==> src/rtl/can_stuff_tx_if.sv <==
// can_stuff_tx_if: unstuffed bit stream handshake from the frame serializer
interface can_stuff_tx_if;
  logic din;
  logic din_valid;
  logic din_ready;
  modport master(output din, din_valid, input din_ready);
  modport slave(input din, din_valid, output din_ready);
endinterface

==> src/rtl/can_stuff_tx.sv <==
// can_stuff_tx: CAN TX bit stuffer with bus readback for bit-error and arbitration-loss detection
module can_stuff_tx #(
  parameter int CONSEC = 5
) (
  input  logic          clkin,
  input  logic          rst_n,
  input  logic          bit_tick,
  input  logic          sample_tick,
  input  logic          en,
  input  logic          arb,
  input  logic          rxin,
  can_stuff_tx_if.slave data,
  output logic          txout,
  output logic          stuffed,
  output logic          bit_err,
  output logic          arb_lost,
  output logic          underrun
);
  localparam int CW = $clog2(CONSEC + 1);
  typedef enum logic {RUN, LOST} state_t;
  state_t state, state_nxt;
  logic last, pend;
  logic last_nxt, pend_nxt, txout_nxt, stuffed_nxt, bit_err_nxt, arb_lost_nxt, underrun_nxt;
  logic [CW-1:0] count, count_nxt, count_inc;
  assign data.din_ready = bit_tick & ~pend & (state == RUN);
  assign count_inc = (count == CW'(CONSEC)) ? count : count + CW'(1);
  always_comb begin
    state_nxt    = state;
    txout_nxt    = txout;
    stuffed_nxt  = stuffed;
    last_nxt     = last;
    count_nxt    = count;
    pend_nxt     = pend;
    arb_lost_nxt = arb_lost;
    bit_err_nxt  = 1'b0;
    underrun_nxt = 1'b0;
    if (state == RUN) begin
      // sample compares the bit currently on the line, before any bit_tick update
      if (sample_tick) begin
        if (arb & ~stuffed & txout & ~rxin) begin
          state_nxt    = LOST;
          arb_lost_nxt = 1'b1;
        end else begin
          bit_err_nxt = rxin != txout;
        end
      end
      if (bit_tick) begin
        if (pend) begin
          txout_nxt   = ~last;
          last_nxt    = ~last;
          stuffed_nxt = 1'b1;
          count_nxt   = en ? CW'(1) : '0;
          pend_nxt    = 1'b0;
        end else if (data.din_valid) begin
          txout_nxt   = data.din;
          stuffed_nxt = 1'b0;
          last_nxt    = data.din;
          count_nxt   = !en ? '0 : (data.din == last) ? count_inc : CW'(1);
          pend_nxt    = en & (count_nxt == CW'(CONSEC));
        end else begin
          txout_nxt    = 1'b1;
          stuffed_nxt  = 1'b0;
          underrun_nxt = 1'b1;
          last_nxt     = 1'b1;
          count_nxt    = '0;
          pend_nxt     = 1'b0;
        end
      end
    end else if (bit_tick) begin
      txout_nxt   = 1'b1;
      stuffed_nxt = 1'b0;
      if (!en) begin
        state_nxt    = RUN;
        arb_lost_nxt = 1'b0;
        count_nxt    = '0;
        last_nxt     = 1'b1;
        pend_nxt     = 1'b0;
      end
    end
  end
  always_ff @(posedge clkin or negedge rst_n) begin
    if (!rst_n) begin
      state    <= RUN;
      txout    <= 1'b1;
      stuffed  <= 1'b0;
      last     <= 1'b1;
      count    <= '0;
      pend     <= 1'b0;
      bit_err  <= 1'b0;
      arb_lost <= 1'b0;
      underrun <= 1'b0;
    end else begin
      state    <= state_nxt;
      txout    <= txout_nxt;
      stuffed  <= stuffed_nxt;
      last     <= last_nxt;
      count    <= count_nxt;
      pend     <= pend_nxt;
      bit_err  <= bit_err_nxt;
      arb_lost <= arb_lost_nxt;
      underrun <= underrun_nxt;
    end
  end
endmodule

==> src/flat_wrapper.sv <==
// flat-port wrapper written by rule: the top's interface ports become plain ports
module can_stuff_tx_flat 
#(
  parameter int CONSEC = 5
)
  (clkin, rst_n, bit_tick, sample_tick, en, arb, rxin, txout, stuffed, bit_err, arb_lost, underrun, data_din, data_din_valid, data_din_ready);
  can_stuff_tx_if data_i ();
  input  logic clkin;
  input  logic rst_n;
  input  logic bit_tick;
  input  logic sample_tick;
  input  logic en;
  input  logic arb;
  input  logic rxin;
  output logic txout;
  output logic stuffed;
  output logic bit_err;
  output logic arb_lost;
  output logic underrun;
  input wire logic [$bits(data_i.din)-1:0] data_din;
  input wire logic [$bits(data_i.din_valid)-1:0] data_din_valid;
  output wire logic [$bits(data_i.din_ready)-1:0] data_din_ready;
  assign data_i.din = data_din;
  assign data_i.din_valid = data_din_valid;
  assign data_din_ready = data_i.din_ready;
  can_stuff_tx #(.CONSEC(CONSEC)) u_core (.clkin(clkin), .rst_n(rst_n), .bit_tick(bit_tick), .sample_tick(sample_tick), .en(en), .arb(arb), .rxin(rxin), .data(data_i), .txout(txout), .stuffed(stuffed), .bit_err(bit_err), .arb_lost(arb_lost), .underrun(underrun));
endmodule
==> config.mk <==
export PLATFORM = sky130hd
export DESIGN_NAME = can_stuff_tx_flat
export DESIGN_NICKNAME = d
export VERILOG_FILES = /design/src/rtl/can_stuff_tx_if.sv /design/src/rtl/can_stuff_tx.sv /design/src/flat_wrapper.sv
export SDC_FILE = /design/constraint.sdc
export NUM_CORES = 1
export LEC_CHECK = 0
export ABC_AREA = 0
export BUFFER_PORTS_ARGS = -buffer_cell sky130_fd_sc_hd__buf_2
export CAP_MARGIN = 20
export CORE_UTILIZATION = 30
export CTS_BUF_LIST = sky130_fd_sc_hd__clkbuf_8
export CTS_CLUSTER_DIAMETER = 80
export DETAILED_ROUTE_END_ITERATION = 10
export GPL_TIMING_DRIVEN = 0
export SLEW_MARGIN = 10
export SYNTH_ARGS = -nofsm -noshare
export SYNTH_HDL_FRONTEND = slang
export SYNTH_SLANG_ARGS = --single-unit
==> constraint.sdc <==
create_clock -name clkin -period 1.8 [get_ports clkin]
set_input_delay 0.18 -clock clkin [delete_from_list [all_inputs] [get_ports clkin]]
set_output_delay 0.18 -clock clkin [all_outputs]
set_load 0.02 [all_outputs]
; ---- Word level (Yosys, flattened, before mapping)
; Cells that the tools add are included.
[word_totals]
register_bits = 11
wordCells = 74
output_inout_bits = 6
input_bits = 9
[classes]
reduce_logical = 4
n_bitwise = 11
mux = 43
addsub = 1
n_eq_ne = 6
[ops]
columns = operator, n
row1 = two-way mux 1 bit, 34
row2 = two-way mux 3 bit, 9
row3 = bitwise AND 1 bit, 6
row4 = "equality test 3 bit, second input constant", 2
row5 = NOT 1 bit, 5
row6 = "!= test 2 bit, second input constant", 2
row7 = AND reduction 4 bit, 1
row8 = nonzero test 2 bit, 2
row9 = "adder 3 x 1 -> 3 bit, second input constant", 1
row10 = AND reduction 2 bit, 1
row11 = equality test 1 bit, 1
row12 = != test 1 bit, 1

; ---- Depth between registers and ports, before layout
; Gate-level depths: netlist (run 1).
[depth]
ltp_word = 10
ltp_mapped = 5
ltp_nobuf = 5

; ---- Worst setup path after synthesis (run 1)
; Ideal clock, no wire load.
[synth_path]
path_kind = flip-flop to flip-flop
from = register u_core.count[0]
to = register u_core.pend
path_stages_with_launch = 5
period_less_slack_ns = 1.376
path_slack_ns = 0.424
setup_ns = 0.122
t_arrival_ns = 1.254
required_ns = 1.678
path_buffers = 0
cell_sequence = dfrtp_1 ha_1 nand2_1 mux2_2 a32o_1
[synth_via]
elab_chain_cells = 10
elab_cells_between_ends = 11
classes_between = add/sub: 1 / eq/ne: 2 / mux: 7 / bitwise: 1
[synth_rtl]
columns = item, line_no
row1 = from (decl), can_stuff_tx.sv:24  ; logic [CW-1:0] count, count_nxt, count_inc;
row2 = from (signal assigned), can_stuff_tx.sv:97  ; count <= count_nxt;
row3 = adder 3 x 1 -> 3 bit / equality test 3 bit (equally long branches), can_stuff_tx.sv:26  ; assign count_inc = (count == CW'(CONSEC)) ? count : count + CW'(1);
row4 = two-way mux 3 bit (*), can_stuff_tx.sv:26
row5 = two-way mux 3 bit (*) (2 in series), can_stuff_tx.sv:58  ; count_nxt = !en ? '0 : (data.din == last) ? count_inc : CW'(1);
row6 = equality test 3 bit (*), can_stuff_tx.sv:59  ; pend_nxt = en & (count_nxt == CW'(CONSEC));
row7 = bitwise AND 1 bit (*), can_stuff_tx.sv:59
row8 = two-way mux 1 bit (*), can_stuff_tx.sv:54  ; end else if (data.din_valid) begin
row9 = two-way mux 1 bit (*), can_stuff_tx.sv:48  ; if (pend) begin
row10 = two-way mux 1 bit (*), can_stuff_tx.sv:47  ; if (bit_tick) begin
row11 = two-way mux 1 bit (*), can_stuff_tx.sv:37  ; if (state == RUN) begin
row12 = to (signal assigned), can_stuff_tx.sv:98  ; pend <= pend_nxt;
row13 = to (decl), can_stuff_tx.sv:22  ; logic last, pend;
; Every way passes the cells marked *; elsewhere a longest branch is shown, timed or not. The select of a mux whose other input is x is not followed.
; A chain may end at the register's enable or synchronous reset.

; ---- Final worst setup path (run 1)
[layout_path]
from = register u_core.pend
to = register u_core.count[1]
[layout_via]
elab_chain_cells = 3
[layout_rtl]
columns = item, line_no
row1 = two-way mux 3 bit, can_stuff_tx.sv:48
row2 = two-way mux 3 bit, can_stuff_tx.sv:47
row3 = two-way mux 3 bit, can_stuff_tx.sv:37
; Every way passes these cells. The select of a mux whose other input is x is not followed.

==> reports/results.ini, run 1 <==
[run_status]
status = finished clean

[power_and_ir_drop]
vdd.ir_drop.worst_v = 0.000708
leakage_nw = 0.376
report.power.total_uw = 674
cellPowerDensity_nw_per_um2 = 882

[clock_network]
cts_tree = yes
insertion_delay_ps = 240
hold_buffers = 1
post_cts_buffers = 0
htreeDepth = 1
cts_buffers = 3
clkTransAtPathRegs_ps = 50
root_buffer = clkbuf_8
clockBufferDepth = 2
cts_resized = 0
cts_sinks = 11

[die]
die_w_microns = 47.2
die_h_microns = 47.2
dieArea_sq_um = 2230
core_sq_um = 1820
start_util = 0.337
io_pins = 15
rows = 15

[setup_path]
r2r_start = u_core.pend$_DFFE_PN0P_
slowest_delay_ps = 440
worst-endpoint-required_ps = 1960
endpoint_kind = register
cp.arrival_ps = 1640
cp_max_fo = 5
critical_path.startpoint_type = register
cp_top_family = simple AND/OR/NAND/NOR gates
rrSetupSlack_ps = 320
slowest_stage = or3b_4
startpoint = u_core.pend$_DFFE_PN0P_
worst-path-buf-inv = 0
critPathKind = reg -> reg
reg2reg_to = u_core.count[1]$_DFFE_PN0P_
reg2reg_depth = 3
worstPathCellList = or3b_4 -> or3_1 -> o2bb2ai_1

[timing]
slew-limit-headroom = 0.738
fin_crit_sh = 0.824
fmax_mhz = 675
drv_slew = 0
skew_ps = 4.77
worst_pin_slew_ps = 393
hold_violations = 0
setup_viol = 0
period_needed_ps = 1480
rsz0062_at_grt = false
setup_tns_ps = 0

[synthesis]
yosysUniqueCellTypes = 31
netlist_area_sq_um = 613
yosys-top-cells-count = nand2_1 (11), dfrtp_1 (9), a21oi_1 (5)
yosysSeqAreaShare = 0.453
syn_inst = 62
synth_enable_flop_cells = 0
synth_seq_cells = 11
synth.top_cell.area_share = 0.367
yosysMostFrequentCell = nand2_1
syn_avg_cell_area_sq_um = 9.89
synthArstFlopShare = 1.00
yosysWarnings = 0
yosysTopAreaCell = dfrtp_1
syn_nets = 73
synth-main-ff-cell = dfrtp_1
synth_area_leaders = dfrtp_1 (37%), dfstp_2 (8.6%), nand2_1 (6.7%)

[grt]
grt_overflow_total = 0
antenna_found_initial = 0
track_usage = 0.126
first_global_vias = 454
grt_max_degree = 12
grt_first_pass_wirelength_microns = 1880

[place]
dpl.hpwl_microns = 907
gp_congestion = 0.789
port_buffers = 13

[detailed_routing]
met2_length_microns = 566
wl_per_cell_microns = 11.1
viasPerCell = 4.69
wl_met3_microns = 59
drtIter0Drc = 0
drc = 0
vias = 492
top_layer = met4
drt.antenna.violating_nets = 0
dr.pass1.iters = 1
met1_length_microns = 522
drt-total-wl_microns = 1160

[min_path]
hold_depth = 2
min_path_type = in -> reg
hold_end = u_core.txout$_DFFE_PN1P_
holdCritStartpoint = bit_tick

[cells_and_area]
fin_nets = 92
n_antenna_cell = 0
area_growth_pct = 24.7
drive_gt1_frac = 0.275

[flow_run]
cap_violations = 0

==> worst max path at each step <==
stage                                  endpoint  slack [ps]  cells past startpoint
finish              u_core.count[1]$_DFFE_PN0P_         320                      3
global route            u_core.pend$_DFFE_PN0P_         260                      4
detailed placement      u_core.pend$_DFFE_PN0P_         330                      3
floorplan               u_core.pend$_DFFE_PN0P_         420                      4
CTS                              data_din_ready         310                      3
global placement        u_core.pend$_DFFE_PN0P_         320                      3
==> worst register-to-register path: stages (launching register included) <==
cell       delay [ps]
dfrtp_1           410
or3b_4            440
or3_1             390
o2bb2ai_1         160
==> power by group <==
group / leakage, nW / switching [mW] / internal (mW) / total, mW
Sequential: 0.141 / 0.0172 / 0.275 / 0.292
Clock: 0.0269 / 0.0907 / 0.150 / 0.240
Combinational: 0.208 / 0.0829 / 0.0586 / 0.142
Total: 0.376 / 0.191 / 0.483 / 0.674
==> sequential cells by signal (all words and copies together), names as in the netlist <==
register and cells:
u_core.pend 1, u_core.count 3, u_core.state 1, u_core.txout 1, u_core.last 1, u_core.arb_lost 1, u_core.underrun 1, u_core.bit_err 1
u_core.stuffed 1
==> cells in the final DEF, fill, tap and decap left out, types with 2 or more instances in the layout <==
master and count:
ha_1 2, dfstp_2 2, clkbuf_8 3, inv_1 4, nand2_1 11, buf_2 13
nor2_1 2, o21ai_0 2, dfrtp_1 9, nor2b_1 2, and3b_1 2, o2bb2ai_1 2
a21oi_1 5
==> cell families (layout without fill, tap and decap cells) <==
kind of cell | Yosys count | count (layout) | synth area share
AOI/OAI and AO/OA | 15 | 15 | 0.167
xor gates and xnor gates | 1 | 1 | 0.0143
adders and majority gates | 2 | 2 | 0.0408
buffers and inverters | 5 | 23 | 0.0428
DFF | 11 | 11 | 0.453
muxes | 1 | 1 | 0.0184
and+or+nand+nor | 27 | 27 | 0.263
==> stage by stage <==
step | instance area [sq um] | instances | hold WS, ps | worst slack [ps] | utilization
2_1_floorplan | 613 | 62 | -116 | 424 | -
3_3_place_gp | 709 | 100 | 59.5 | 315 | 0.390
3_5_place_dp | 709 | 100 | 65.0 | 331 | 0.390
4_1_cts | 764 | 105 | 116 | 308 | 0.420
5_1_grt | 764 | 105 | 117 | 255 | 0.420
6_report | 764 | 105 | 116 | 318 | 0.420
==> cell type report <==
| type | instances | area, sq um |
|---|---|---|
| clock inverter | 1 | 3.75 |
| sequential | 11 | 278 |
| fill | 187 | 1060 |
| inverter | 3 | 11.3 |
| clock buffer | 3 | 41.3 |
| buffer | 2 | 15.0 |
| multi-input combinational | 46 | 309 |
| tap | 25 | 31.3 |
| timing repair buffer | 14 | 75.1 |
==> per-layer routing <==
metal  track usage  up-vias
met3        0.0692        4
li1              -      255
met5             0        -
met4        0.0629        0
met2         0.194        9
met1         0.142      224
No activity file was read; power rests on OpenSTA's default activity.
==> run 2, diff against run 1 <==
==> constraint.sdc (replaced) <==
create_clock -name clkin -period 1.3 [get_ports clkin]
set_input_delay 0.13 -clock clkin [delete_from_list [all_inputs] [get_ports clkin]]
set_output_delay 0.13 -clock clkin [all_outputs]
set_load 0.02 [all_outputs]
==> reports/results.ini, run 2 (synthesis gave the netlist of run 1 again) <==
[grt]
grt_first_pass_wirelength_microns = 1870  ; was 1880 microns
first_global_vias = 455  ; was 454
grt_overflow_total = 0  ; unchanged
grt_max_degree = 12  ; unchanged
track_usage = 0.123  ; was 0.126
antenna_found_initial = 0  ; unchanged

[timing]
fin_crit_sh = 1.06  ; was 0.824
fmax_mhz = 724  ; was 675 MHz
setup_viol = 4  ; was 0
skew_ps = 3.41  ; was 4.77 ps
hold_violations = 0  ; unchanged
worst_pin_slew_ps = 418  ; was 393 ps
slew-limit-headroom = 0.721  ; was 0.738
rsz0062_at_grt = true  ; was false
period_needed_ps = 1380  ; was 1480 ps
worst_slack_ps = -81.3  ; was 318 ps
drv_slew = 0  ; unchanged

[setup_path]
slowest_stage = dfrtp_2  ; was or3b_4
slowest_delay_ps = 450  ; was 440 ps
worst-path-buf-inv = 0  ; unchanged
cp_max_fo = 6  ; was 5
worstPathCellList = ha_4 -> nand2_2 -> mux2_4 -> a32o_1  ; was or3b_4 -> or3_1 -> o2bb2ai_1
endpoint_kind = register  ; unchanged
worst-endpoint-required_ps = 1420  ; was 1960 ps
critPathKind = reg -> reg  ; unchanged
critical_path.startpoint_type = register  ; unchanged
cp.arrival_ps = 1500  ; was 1640 ps
cp_top_family = flip-flops  ; was simple AND/OR/NAND/NOR gates

[power_and_ir_drop]
combinationalPowerShare = 0.238  ; was 0.210
swShare = 0.279  ; was 0.283
vdd.ir_drop.worst_v = 0.000781  ; was 0.000708 V
leakage_nw = 0.396  ; was 0.376 nW
p_clk_frac = 0.337  ; was 0.356
p_int_uw = 692  ; was 483 uW
p_switching_uw = 268  ; was 191 uW
p_seq_frac = 0.425  ; was 0.434
cellPowerDensity_nw_per_um2 = 1150  ; was 882 nW/um^2

[clock_network]
cts_tree = yes  ; unchanged
htreeDepth = 1  ; unchanged
cts_buffers = 3  ; unchanged
clkTransAtPathRegs_ps = 50  ; about the same
clockBufferDepth = 2  ; unchanged
insertion_delay_ps = 230  ; was 240 ps
cts_sinks = 11  ; unchanged
root_buffer = clkbuf_8  ; unchanged

[cells_and_area]
n_antenna_cell = 0  ; unchanged
layout_common_cells = buf_2 (12), nand2_1 (10), dfrtp_1 (8)  ; was buf_2 (13), nand2_1 (11), dfrtp_1 (9)
fin_cells = 107  ; was 105
final_common_cell = buf_2  ; unchanged
largest-register = u_core.count  ; unchanged
largest_reg_flops = 3  ; unchanged
fin_nets = 94  ; was 92
area_growth_pct = 36.5  ; was 24.7%
fill_cells = 178  ; was 187
drive_gt1_frac = 0.402  ; was 0.275
finalInstanceArea_sq_um = 837  ; was 764 sq um

[die]
die_h_microns = 47.2  ; unchanged
rows = 15  ; unchanged
start_util = 0.337  ; unchanged
die_w_microns = 47.2  ; unchanged
io_pins = 15  ; unchanged
dieArea_sq_um = 2230  ; unchanged
core_sq_um = 1820  ; unchanged

[detailed_routing]
vias = 513  ; was 492
dr.pass1.iters = 2  ; was 1
viasPerCell = 4.79  ; was 4.69
wl_per_cell_microns = 11.0  ; was 11.1 microns
drc = 0  ; unchanged
drtIter0Drc = 6  ; was 0
drt-total-wl_microns = 1170  ; was 1160 microns
drt.antenna.violating_nets = 0  ; unchanged

[place]
gp_congestion = 0.724  ; was 0.789
dpl.hpwl_microns = 896  ; was 907 microns
port_buffers = 13  ; unchanged
pre_cts_ws_ps = -130  ; was 331 ps
dp_cells = 100  ; unchanged
place_area_sq_um = 712  ; was 709 sq um

[run_status]
status = complete, but fails checks  ; was finished clean
violations = setup timing

[flow_run]
cap_violations = 0  ; unchanged

[min_path]
min_path_type = in -> reg  ; unchanged

run 2: timing repair:
action,4_1_cts,5_1_grt
gates resized for setup,10,4
hold endpoints to repair,11,0
pin swaps,2,1
hold buffers,1,0
setup buffers,2,0
setup endpoints to repair,5,9
run 2: metrics by stage:
stage	power, mW	utilization	hold WS (ps)	TNS, ps
after global routing	1.01	0.460	86.1	-469
after CTS	0.967	0.449	69.0	-213
final	0.960	0.460	78.0	-202
after floorplan	0.539	-	-166	-31.8
after detailed placement	0.604	0.391	7.02	-312
after global placement	0.601	0.391	12.8	-326
run 2: per-layer routing:
layer / vias to the layer above / part of all wire / GRT usage
li1: 262 / - / -
met1: 241 / 0.48 / 0.156
met2: 8 / 0.48 / 0.189
met3: 2 / 0.039 / 0.0577
met4: 0 / 0.0034 / 0.0343
met5: - / 0 / 0
run 2: worst reg2reg max path, stage by stage, from the launching register on:
cell and delay, ps:
dfrtp_2 450, ha_4 190, nand2_2 70, mux2_4 310, a32o_1 240
run 2: worst paths after layout:
path                                        startpoint                          end  slack (ps)  depth (start not counted)
max                        u_core.count[0]$_DFFE_PN0P_      u_core.pend$_DFFE_PN0P_         -80                          4
min                                           bit_tick     u_core.txout$_DFFE_PN1P_          80                          2
max reg2reg                u_core.count[0]$_DFFE_PN0P_      u_core.pend$_DFFE_PN0P_         -80                          4
min reg2reg                u_core.arb_lost$_DFFE_PN0P_  u_core.arb_lost$_DFFE_PN0P_         470                          2
max in group asynchronous                        rst_n      u_core.last$_DFFE_PN1P_         750                          2
min in group asynchronous                        rst_n     u_core.bit_err$_DFF_PN0_         290                          2
run 2: area by class of cell:
class / count / area, sq um / area share
Timing Repair Buffer: 16 / 96.3 / 0.115
Buffer: 2 / 15.0 / 0.0179
Inverter: 3 / 11.3 / 0.0135
Clock buffer: 3 / 41.3 / 0.0493
Clock inverter: 1 / 3.75 / 0.00448
Sequential cell: 11 / 279 / 0.333
Tap cell: 25 / 31.3 / 0.0374
Multi-Input combinational cell: 46 / 359 / 0.429
run 2: power groups by stage:
stage,combinational (mW),clock [mW],sequential [mW]
finish,0.228,0.324,0.408
global route,0.251,0.346,0.414
CTS,0.223,0.337,0.408
detailed placement,0.195,0,0.410
global placement,0.192,0,0.409
floorplan,0.110,0,0.429
